$ cat config.mk
export PLATFORM = sky130hd
export DESIGN_NAME = div_seq_ctrl_flat
export DESIGN_NICKNAME = d
export VERILOG_FILES = /design/src/rtl/div_pkg.sv /design/src/rtl/div_seq_ctrl_if.sv /design/src/rtl/div_step.sv /design/src/rtl/div_seq_ctrl.sv /design/src/flat_wrapper.sv
export SDC_FILE = /design/constraint.sdc
export NUM_CORES = 1
export LEC_CHECK = 0
export ABC_AREA = 1
export CAP_MARGIN = 5
export CORE_UTILIZATION = 41
export DETAILED_ROUTE_END_ITERATION = 8
export REMOVE_ABC_BUFFERS = 1
export SYNTH_ARGS = -nofsm -noshare
export SYNTH_HDL_FRONTEND = slang
export SYNTH_SLANG_ARGS = --single-unit
$ cat constraint.sdc
create_clock -name clk -period 3.5 [get_ports clk]
set_input_delay 0.7 -clock clk [delete_from_list [all_inputs] [get_ports clk]]
set_output_delay 0.7 -clock clk [all_outputs]
set_load 0.02 [all_outputs]
$ cat src/rtl/div_pkg.sv
// div_pkg: shared state encoding, default width and two's-complement helper for the divider
package div_pkg;
    localparam int DIV_W = 32;
    localparam int MAX_W = 64;
    typedef enum logic [2:0] {IDLE, PREP, ITER, FIX, DONE} state_t;
    function automatic logic [MAX_W-1:0] cneg(input logic en, input logic [MAX_W-1:0] x);
        return en ? -x : x;
    endfunction
endpackage

$ cat src/rtl/div_seq_ctrl_if.sv
// div_seq_ctrl_if: EX-stage request/response bundle between pipeline (master) and divider (slave)
interface div_seq_ctrl_if #(parameter int WIDTH = div_pkg::DIV_W);
    logic             start_i;
    logic             signed_i;
    logic             cancel_i;
    logic [WIDTH-1:0] dividend_i;
    logic [WIDTH-1:0] divisor_i;
    logic             busy_o;
    logic             stall_o;
    logic             done_o;
    logic [WIDTH-1:0] quotient_o;
    logic [WIDTH-1:0] remainder_o;
    modport master (output start_i, signed_i, cancel_i, dividend_i, divisor_i,
                    input busy_o, stall_o, done_o, quotient_o, remainder_o);
    modport slave (input start_i, signed_i, cancel_i, dividend_i, divisor_i,
                   output busy_o, stall_o, done_o, quotient_o, remainder_o);
endinterface

$ cat src/rtl/div_step.sv
// div_step: one combinational restoring radix-2 iteration on {rem,quo}
module div_step #(parameter int WIDTH = 32) (
    input  logic [WIDTH-1:0] rem,
    input  logic [WIDTH-1:0] quo,
    input  logic [WIDTH-1:0] divisor,
    output logic [WIDTH-1:0] rem_n,
    output logic [WIDTH-1:0] quo_n
);
    logic [WIDTH:0] sh, diff;
    logic           borrow;
    assign sh = {rem, quo[WIDTH-1]};
    // one extra bit on the shifted remainder so a full-width divisor never overflows the trial
    assign {borrow, diff} = {1'b0, sh} - {2'b0, divisor};
    assign rem_n = WIDTH'(borrow ? sh : diff);
    assign quo_n = {quo[WIDTH-2:0], ~borrow};
endmodule

$ cat src/rtl/div_seq_ctrl.sv
// div_seq_ctrl: iterative DIV/DIVU sequencer with stall and flush; DIV_ZERO_FAST_EN short-cuts divide by zero
module div_seq_ctrl import div_pkg::*; #(
    parameter int WIDTH = DIV_W,
    parameter int CNT_W = 6
) (
    input logic clk,
    input logic resetn,
    div_seq_ctrl_if.slave d
);
`ifdef DIV_ZERO_FAST_EN
    localparam bit FAST = 1'b1;
`else
    localparam bit FAST = 1'b0;
`endif
    state_t           state, state_n;
    logic [WIDTH-1:0] rem, quo, dvsr, rem_s, quo_s, q_fix, r_fix, q_z, quotient, remainder;
    logic [CNT_W-1:0] cnt;
    logic             sgn, q_neg, r_neg, go, zero, busy;
    assign go    = d.start_i & ~d.cancel_i;
    assign zero  = d.divisor_i == '0;
    assign busy  = state inside {PREP, ITER, FIX};
    assign q_fix = WIDTH'(cneg(q_neg, MAX_W'(quo)));
    assign r_fix = WIDTH'(cneg(r_neg, MAX_W'(rem)));
    assign q_z   = (d.signed_i & d.dividend_i[WIDTH-1]) ? WIDTH'(1) : '1;
    assign d.busy_o      = busy;
    assign d.stall_o     = (state == IDLE && go) || busy;
    assign d.done_o      = state == DONE;
    assign d.quotient_o  = quotient;
    assign d.remainder_o = remainder;
    div_step #(.WIDTH(WIDTH)) u_step (.rem(rem), .quo(quo), .divisor(dvsr), .rem_n(rem_s), .quo_n(quo_s));
    always_comb begin
        state_n = state;
        case (state)
            IDLE:    state_n = go ? ((FAST && zero) ? DONE : PREP) : IDLE;
            PREP:    state_n = ITER;
            ITER:    state_n = (cnt == CNT_W'(WIDTH-1)) ? FIX : ITER;
            FIX:     state_n = DONE;
            default: state_n = IDLE;
        endcase
        if (d.cancel_i) state_n = IDLE;
    end
    always_ff @(posedge clk or negedge resetn) begin
        if (!resetn) begin
            state     <= IDLE;
            cnt       <= '0;
            rem       <= '0;
            quo       <= '0;
            dvsr      <= '0;
            sgn       <= 1'b0;
            q_neg     <= 1'b0;
            r_neg     <= 1'b0;
            quotient  <= '0;
            remainder <= '0;
        end else begin
            state <= state_n;
            case (state)
                IDLE: begin
                    quo  <= d.dividend_i;
                    dvsr <= d.divisor_i;
                    sgn  <= d.signed_i;
                    if (FAST && go && zero) begin
                        quotient  <= q_z;
                        remainder <= d.dividend_i;
                    end
                end
                PREP: begin
                    quo   <= WIDTH'(cneg(sgn & quo[WIDTH-1], MAX_W'(quo)));
                    dvsr  <= WIDTH'(cneg(sgn & dvsr[WIDTH-1], MAX_W'(dvsr)));
                    rem   <= '0;
                    cnt   <= '0;
                    q_neg <= sgn & (quo[WIDTH-1] ^ dvsr[WIDTH-1]);
                    r_neg <= sgn & quo[WIDTH-1];
                end
                ITER: begin
                    rem <= rem_s;
                    quo <= quo_s;
                    cnt <= cnt + 1'b1;
                end
                FIX: begin
                    if (!d.cancel_i) begin
                        quotient  <= q_fix;
                        remainder <= r_fix;
                    end
                end
                default: ;
            endcase
        end
    end
endmodule

$ cat src/flat_wrapper.sv
// flat-port wrapper written by rule: the top's interface ports become plain ports
module div_seq_ctrl_flat import div_pkg::*;
#(
    parameter int WIDTH = DIV_W,
    parameter int CNT_W = 6
)
  (clk, resetn, d_start_i, d_signed_i, d_cancel_i, d_dividend_i, d_divisor_i, d_busy_o, d_stall_o, d_done_o, d_quotient_o, d_remainder_o);
  div_seq_ctrl_if #(.WIDTH(WIDTH)) d_i ();
  input logic clk;
  input logic resetn;
  input wire logic [$bits(d_i.start_i)-1:0] d_start_i;
  input wire logic [$bits(d_i.signed_i)-1:0] d_signed_i;
  input wire logic [$bits(d_i.cancel_i)-1:0] d_cancel_i;
  input wire logic [$bits(d_i.dividend_i)-1:0] d_dividend_i;
  input wire logic [$bits(d_i.divisor_i)-1:0] d_divisor_i;
  output wire logic [$bits(d_i.busy_o)-1:0] d_busy_o;
  output wire logic [$bits(d_i.stall_o)-1:0] d_stall_o;
  output wire logic [$bits(d_i.done_o)-1:0] d_done_o;
  output wire logic [$bits(d_i.quotient_o)-1:0] d_quotient_o;
  output wire logic [$bits(d_i.remainder_o)-1:0] d_remainder_o;
  assign d_i.start_i = d_start_i;
  assign d_i.signed_i = d_signed_i;
  assign d_i.cancel_i = d_cancel_i;
  assign d_i.dividend_i = d_dividend_i;
  assign d_i.divisor_i = d_divisor_i;
  assign d_busy_o = d_i.busy_o;
  assign d_stall_o = d_i.stall_o;
  assign d_done_o = d_i.done_o;
  assign d_quotient_o = d_i.quotient_o;
  assign d_remainder_o = d_i.remainder_o;
  div_seq_ctrl #(.WIDTH(WIDTH), .CNT_W(CNT_W)) u_core (.clk(clk), .resetn(resetn), .d(d_i));
endmodule
==> metrics.txt, run 1 <==
status finished clean; Mapped Area 13100 um2; Yosys reg bits 172; Initial DRT Pass Iterations 5; Least-Margin Pin Slew 751 ps; area of the die 32800 um2; Port Buffers 135; Max Transition Viols Final 0; yosys warns 0; CORE AREA 31600 um2; largest net degree at the start of global routing 63; I/O pins 136; largest fanout on the critical path 5; worst skew pair latency 450 ps; count of cell types in the netlist 55; vias after detailed routing 13.6k; Multi-input gate area 7490 um2; DR vias/cell 5.32; final hold violations 0; Setup Fix Bufs, Post-CTS 0; Reg clk slew, reported paths 80 ps; Final min period 3160 ps; Cells after Synth 2028; DP Area 14900 um2; dominant synthesized flop cell dfrtp_1; post-cts gate resize count 0; Startpoint Class register; gr ovfl total 0; Max VDD drop 0.000370 V; # hold bufs at CTS 0; Clock Path Buffers 2; Layout Cells excl Fill 2550; vias in the first global route 13.1k; CTS Buf Count 17; CP Class register to output pin; Post-Route WL 43.8 mm; # placed instances 2517; clock skew 12.4 ps; dominant cell type by area after synthesis dfrtp_1; initial antenna violation count 1; Clock Root Buffer clkbuf_16; Site Rows 65; max cap viols 0; EDFF count, synth 0; final setup vio count 0; post-synth top area share 0.328; Power Density 496 nW/um2; FF-to-FF Start u_core.quo[31]; Die X 181 um; Final Total Pwr 7670 uW; Initial Util 0.416; post-synthesis sequential area ratio 0.328; GRT Resource Usage Total 0.271; asr flop ratio synth 1.00; H-Tree Depth 4; DR WL/cell 17.2 um; register area 4300 um2; ANT nets after route 0; DIE HEIGHT 181 um; leakage power 0.00770 uW; clock sinks 172; Area growth syn-to-layout 17.7%; register-to-register setup slack 820 ps; Iter 0 DRT Violations 1066; relative slew slack 0.499; TritonCTS clock tree done; Arr. time, crit path 2460 ps; first-pass GRT wire length 69.9 mm; routability cong. 0.957; # fillers 3327; critical path capture point type output pin; Hold Path Class input pin to asynchronous set/reset pin; Worst Path Required 2800 ps; crit share post-route 0.902; final instance area 15500 um2; Avg Cell Area, Syn 6.48 um2; DRC violations left 0; Reg2Reg Depth 16; share of cells above drive strength 1 0.0536; RSZ-0062 raised after global routing false; Fmax achieved 317 MHz; R2R Path End u_core.rem[28]; final net count 2240; largest cells by area after synthesis dfrtp_1 33%, nand2_1 18%, inv_1 7.6%, nand3_1 6.6%, nor2_1 6.0%; hpwl dp 33.6 mm
==> cells in the mapped netlist, types with 3 or more instances <==
master      n
a211oi_1    5
a21oi_1    87
a221oi_1   20
a22oi_1     8
a31oi_1    10
and2_1      5
buf_1       3
buf_2      26
buf_4       4
clkbuf_1   32
dfrtp_1   172
ha_1       36
inv_1     266
inv_2      12
nand2_1   637
nand2_2     6
nand3_1   172
nand3_2     8
nand3b_1    9
nand4_1    32
nor2_1    211
nor2_2     11
nor2_4      4
nor3_1     18
nor3_2      5
nor3b_1     3
o211ai_1   13
o21a_1      6
o21ai_0    79
o21ai_1    25
o22a_1      3
o22ai_1    15
or2_2       8
xnor2_1    18
xor2_1     35
==> flip-flops by register name, summed over array words and instances (netlist names) <==
| signal | flops |
|---|---|
| u_core.dvsr | 32 |
| u_core.cnt | 6 |
| u_core.quo | 32 |
| u_core.rem | 32 |
| u_core.d.remainder_o | 32 |
| u_core.q_neg | 1 |
| u_core.sgn | 1 |
| u_core.r_neg | 1 |
| u_core.d.quotient_o | 32 |
| u_core.state | 3 |
==> stage by stage <==
| stage | setup WS, ps | utilization | TNS (ps) | hold WS, ps |
|---|---|---|---|---|
| CTS | 283 | 0.490 | 0 | 261 |
| detailed placement | 767 | 0.471 | 0 | 465 |
| finish | 342 | 0.490 | 0 | 219 |
| floorplan | -781 | - | -40600 | 404 |
| global placement | 817 | 0.471 | 0 | 454 |
| global route | 214 | 0.490 | 0 | 265 |
==> critical path: stages (launching register included) <==
cell             delay [ps]
dfrtp_1                 460
nor2_2                  280
inv_1                    90
nor2_2                  260
nand2_1                 130
o22ai_1                 150
clkdlybuf4s50_1         630
==> logic make-up after synthesis <==
family / after synthesis / share of synthesized area
and+or+nand+nor: 1137 / 0.370
buffers and inverters: 347 / 0.105
AOI/OAI and AO/OA: 282 / 0.126
DFF: 172 / 0.328
xor gates and xnor gates: 53 / 0.0353
adders and majority gates: 37 / 0.0358
==> layer usage <==
metal	vias to the layer above	track usage	share of wire
met3	81	0.0325	0.049
met1	6320	0.343	0.43
met4	0	0.113	0.036
met2	414	0.468	0.48
li1	6739	-	-
met5	-	0	0
==> power breakdown <==
| part | total (uW) | switching [uW] | internal (uW) |
|---|---|---|---|
| registers | 2730 | 346 | 2380 |
| logic | 2940 | 1830 | 1110 |
| clock network | 2010 | 989 | 1020 |
| total | 7670 | 3160 | 4510 |
==> layout by cell type, fill, tap and decap left out, drive strengths merged, types with 21 or more instances in the layout <==
cell and count:
a21oi 89, buf 21, clkdlybuf4s50 134, dfrtp 172, ha 36, inv 284
nand2 645, nand3 180, nand4 32, nor2 227, nor3 23, o21ai 105
xor2 35
==> layout make-up <==
cell class	instances	area share
inverters	279	0.0677
clock inverters	15	0.0114
flip-flops and latches	172	0.278
clock buffers	17	0.0275
multi-input cells	1509	0.484
repair buffers	155	0.0987
well taps	402	0.0325
diodes	1	0.000162
==> how the worst max path moves through the flow <==
stage	from	to	slack, ps
floorplan	d_cancel_i	u_core.d.quotient_o[10]	-780
global placement	d_cancel_i	u_core.d.remainder_o[18]	820
detailed placement	d_cancel_i	u_core.d.remainder_o[6]	770
CTS	u_core.state[2]	d_stall_o	280
global route	u_core.state[2]	d_stall_o	210
finish	u_core.state[2]	d_stall_o	340
Note: power is estimated with default switching activity, not from simulation.
==> inputs of run 2 (changes only) <==
==> constraint.sdc (replaced) <==
create_clock -name clk -period 3.15 [get_ports clk]
set_input_delay 0.63 -clock clk [delete_from_list [all_inputs] [get_ports clk]]
set_output_delay 0.63 -clock clk [all_outputs]
set_load 0.02 [all_outputs]
==> run 2 against run 1 <==
Effect of this change:
- sequential power increased by 11%
- wire length rose by 2.2%
- worst setup slack worse by 220 ps
- sequential share of layout area is 0.16 points lower
- first-iteration DRC count up 7.9%
- critical path type unchanged
- largest cell class unchanged
- highest routed layer unchanged
==> metrics.txt, run 2 (synthesized netlist as in run 1, its figures left out) <==
vias in the first global route 13.3k (+1.5%); max cap viols 0 (unchanged); worst skew pair latency 450 ps (about the same); Reg clk slew, reported paths 80 ps (about the same); crit path to d_stall_o; ANT nets after route 0 (unchanged); H-Tree Depth 4 (unchanged); Die X 181 um (unchanged); CORE AREA 31600 um2 (unchanged); Iter 0 DRT Violations 1150 (+7.9%); Worst Path Required 2520 ps (-280 ps); FF-to-FF Start u_core.state[1]; final setup vio count 0 (unchanged); commonest non-fill, non-tap cell in the layout nand2_1; gr ovfl total 0 (unchanged); clock network power share 0.266 (+0.004); clock sinks 172 (unchanged); Switching Fraction 0.404 (-0.00833); leakage power 0.00776 uW (+0.83%); Max VDD drop 0.000389 V (+4.9%); antenna cells 0 (-1); Startpoint Class register; largest fanout on the critical path 5 (unchanged); # placed instances 2527 (+0.40%); Area growth syn-to-layout 18.4%; area of the die 32800 um2 (unchanged); hpwl dp 34.5 mm (+2.7%); Layout Cells excl Fill 2559 (+0.35%); TritonCTS clock tree done; internal power 5170 uW (+15%); fin util 0.493 (+0.00289); max incr delay on CP 630 ps (about the same); routability cong. 0.987 (+3.1%); CP Class register to output pin; critical path's top delay family buffers and inverters; crit share post-route 0.962; Initial Util 0.416 (unchanged); Max Transition Viols Final 0 (unchanged); Least-Margin Pin Slew 829 ps (+78.3 ps); Critical Path Source u_core.state[2]; CTS Buf Count 17 (unchanged); DIE HEIGHT 181 um (unchanged); DR WL/cell 17.5 um (+1.8%); relative slew slack 0.447 (-0.0515); Site Rows 65 (unchanged); final net count 2250 (+0.45%); Crit. path cell count 6 (unchanged); R2R Path End u_core.dvsr[8]; largest net degree at the start of global routing 74 (+17%); GRT Resource Usage Total 0.278 (+0.00740); clock skew 17.9 ps (+5.49 ps); Flop pwr share 0.349 (-0.006); Clock Path Buffers 2 (unchanged); DRC violations left 0 (unchanged); Hold Path Class input pin to asynchronous set/reset pin; I/O pins 136 (unchanged); vias after detailed routing 13.7k (+0.89%); Setup Fix Bufs, Post-CTS 0 (unchanged); register-to-register setup slack 470 ps (-350 ps); most frequent cells in the layout 637 x nand2_1, 265 x inv_1, 211 x nor2_1, 172 x nand3_1, 172 x dfrtp_1; DR vias/cell 5.34 (+0.53%); Worst path slowest cell clkdlybuf4s50_1; Fmax achieved 330 MHz; status finished clean; part of the power in combinational logic 0.384 (about the same); Arr. time, crit path 2400 ps (-60 ps); critical path capture point type output pin; Power Density 557 nW/um2 (+12%); Port Buffers 135 (unchanged); Final min period 3030 ps; final hold violations 0 (unchanged); RSZ-0062 raised after global routing false; first-pass GRT wire length 71.3 mm (+2.1%); initial antenna violation count 0 (-1); share of cells above drive strength 1 0.0575 (+0.00392); Clock Root Buffer clkbuf_16; Post-Route WL 44.8 mm (+2.2%); P_sw 3500 uW (+11%); Buffers & Inverters on Critical Path 2 (unchanged); Initial DRT Pass Iterations 8 (+3); Reg2Reg Depth 8 (-8); CP cell instances nor2_2, inv_1, nor2_4, nand2_1, o22ai_1, clkdlybuf4s50_1
-- run 2: layout make-up --
class	count	area, um2
Clock buffer	18	429
Inverter	279	1050
Timing Repair Buffer	165	1600
Fill cell	3322	16000
Sequential cell	172	4300
Multi-Input combinational cell	1509	7490
Clock inverter	14	186
Tap cell	402	503
-- run 2: worst min path at each step --
stage | to | depth (start not counted)
2_1_floorplan | u_core.cnt[0] | 0
4_1_cts | u_core.dvsr[0] | 1
3_5_place_dp | u_core.d.remainder_o[28] | 2
6_report | u_core.dvsr[0] | 1
5_1_grt | u_core.dvsr[0] | 1
3_3_place_gp | u_core.cnt[3] | 1
-- run 2: power by group through the flow --
stage | Clock, uW | Combinational, uW | Sequential, uW
final | 2310 | 3330 | 3030
after global routing | 2420 | 3650 | 3090
after detailed placement | 0 | 3310 | 3070
after CTS | 2330 | 3330 | 3020
after floorplan | 0 | 1650 | 3310
after global placement | 0 | 3290 | 3050
-- run 2: worst register-to-register path, stage by stage, from the launching register on --
cell and delay [ps]:
dfrtp_1 460, inv_2 120, nand3_1 180, inv_2 150
nand2_1 140, o21ai_4 580, inv_1 470, a21oi_1 340
a22oi_1 100
-- run 2: repair_timing --
item,CTS,global route
endpoints found under the hold margin,0,0
gates resized for setup,1,0
hold buffers,0,0
setup endpoints to repair,1,0
-- run 2: per-layer routing --
layer  wire [um]  GRT usage  vias to the layer above
li1            -          -                     6755
met1       19200      0.340                     6414
met2       21800      0.490                      418
met3        2180     0.0437                       87
met4        1630      0.107                        0
met5           0          0                        -
-- run 2: per-stage QoR --
step | hold WS [ps] | setup WS, ps | power, uW | instance area [um2] | setup TNS (ps)
3_3_place_gp | 454 | 455 | 6340 | 14900 | 0
4_1_cts | 188 | 94.5 | 8680 | 15600 | 0
6_report | 160 | 119 | 8660 | 15600 | 0
2_1_floorplan | 334 | -1060 | 4960 | 12800 | -66840
5_1_grt | 207 | 13.7 | 9160 | 15600 | 0
3_5_place_dp | 468 | 490 | 6380 | 14900 | 0
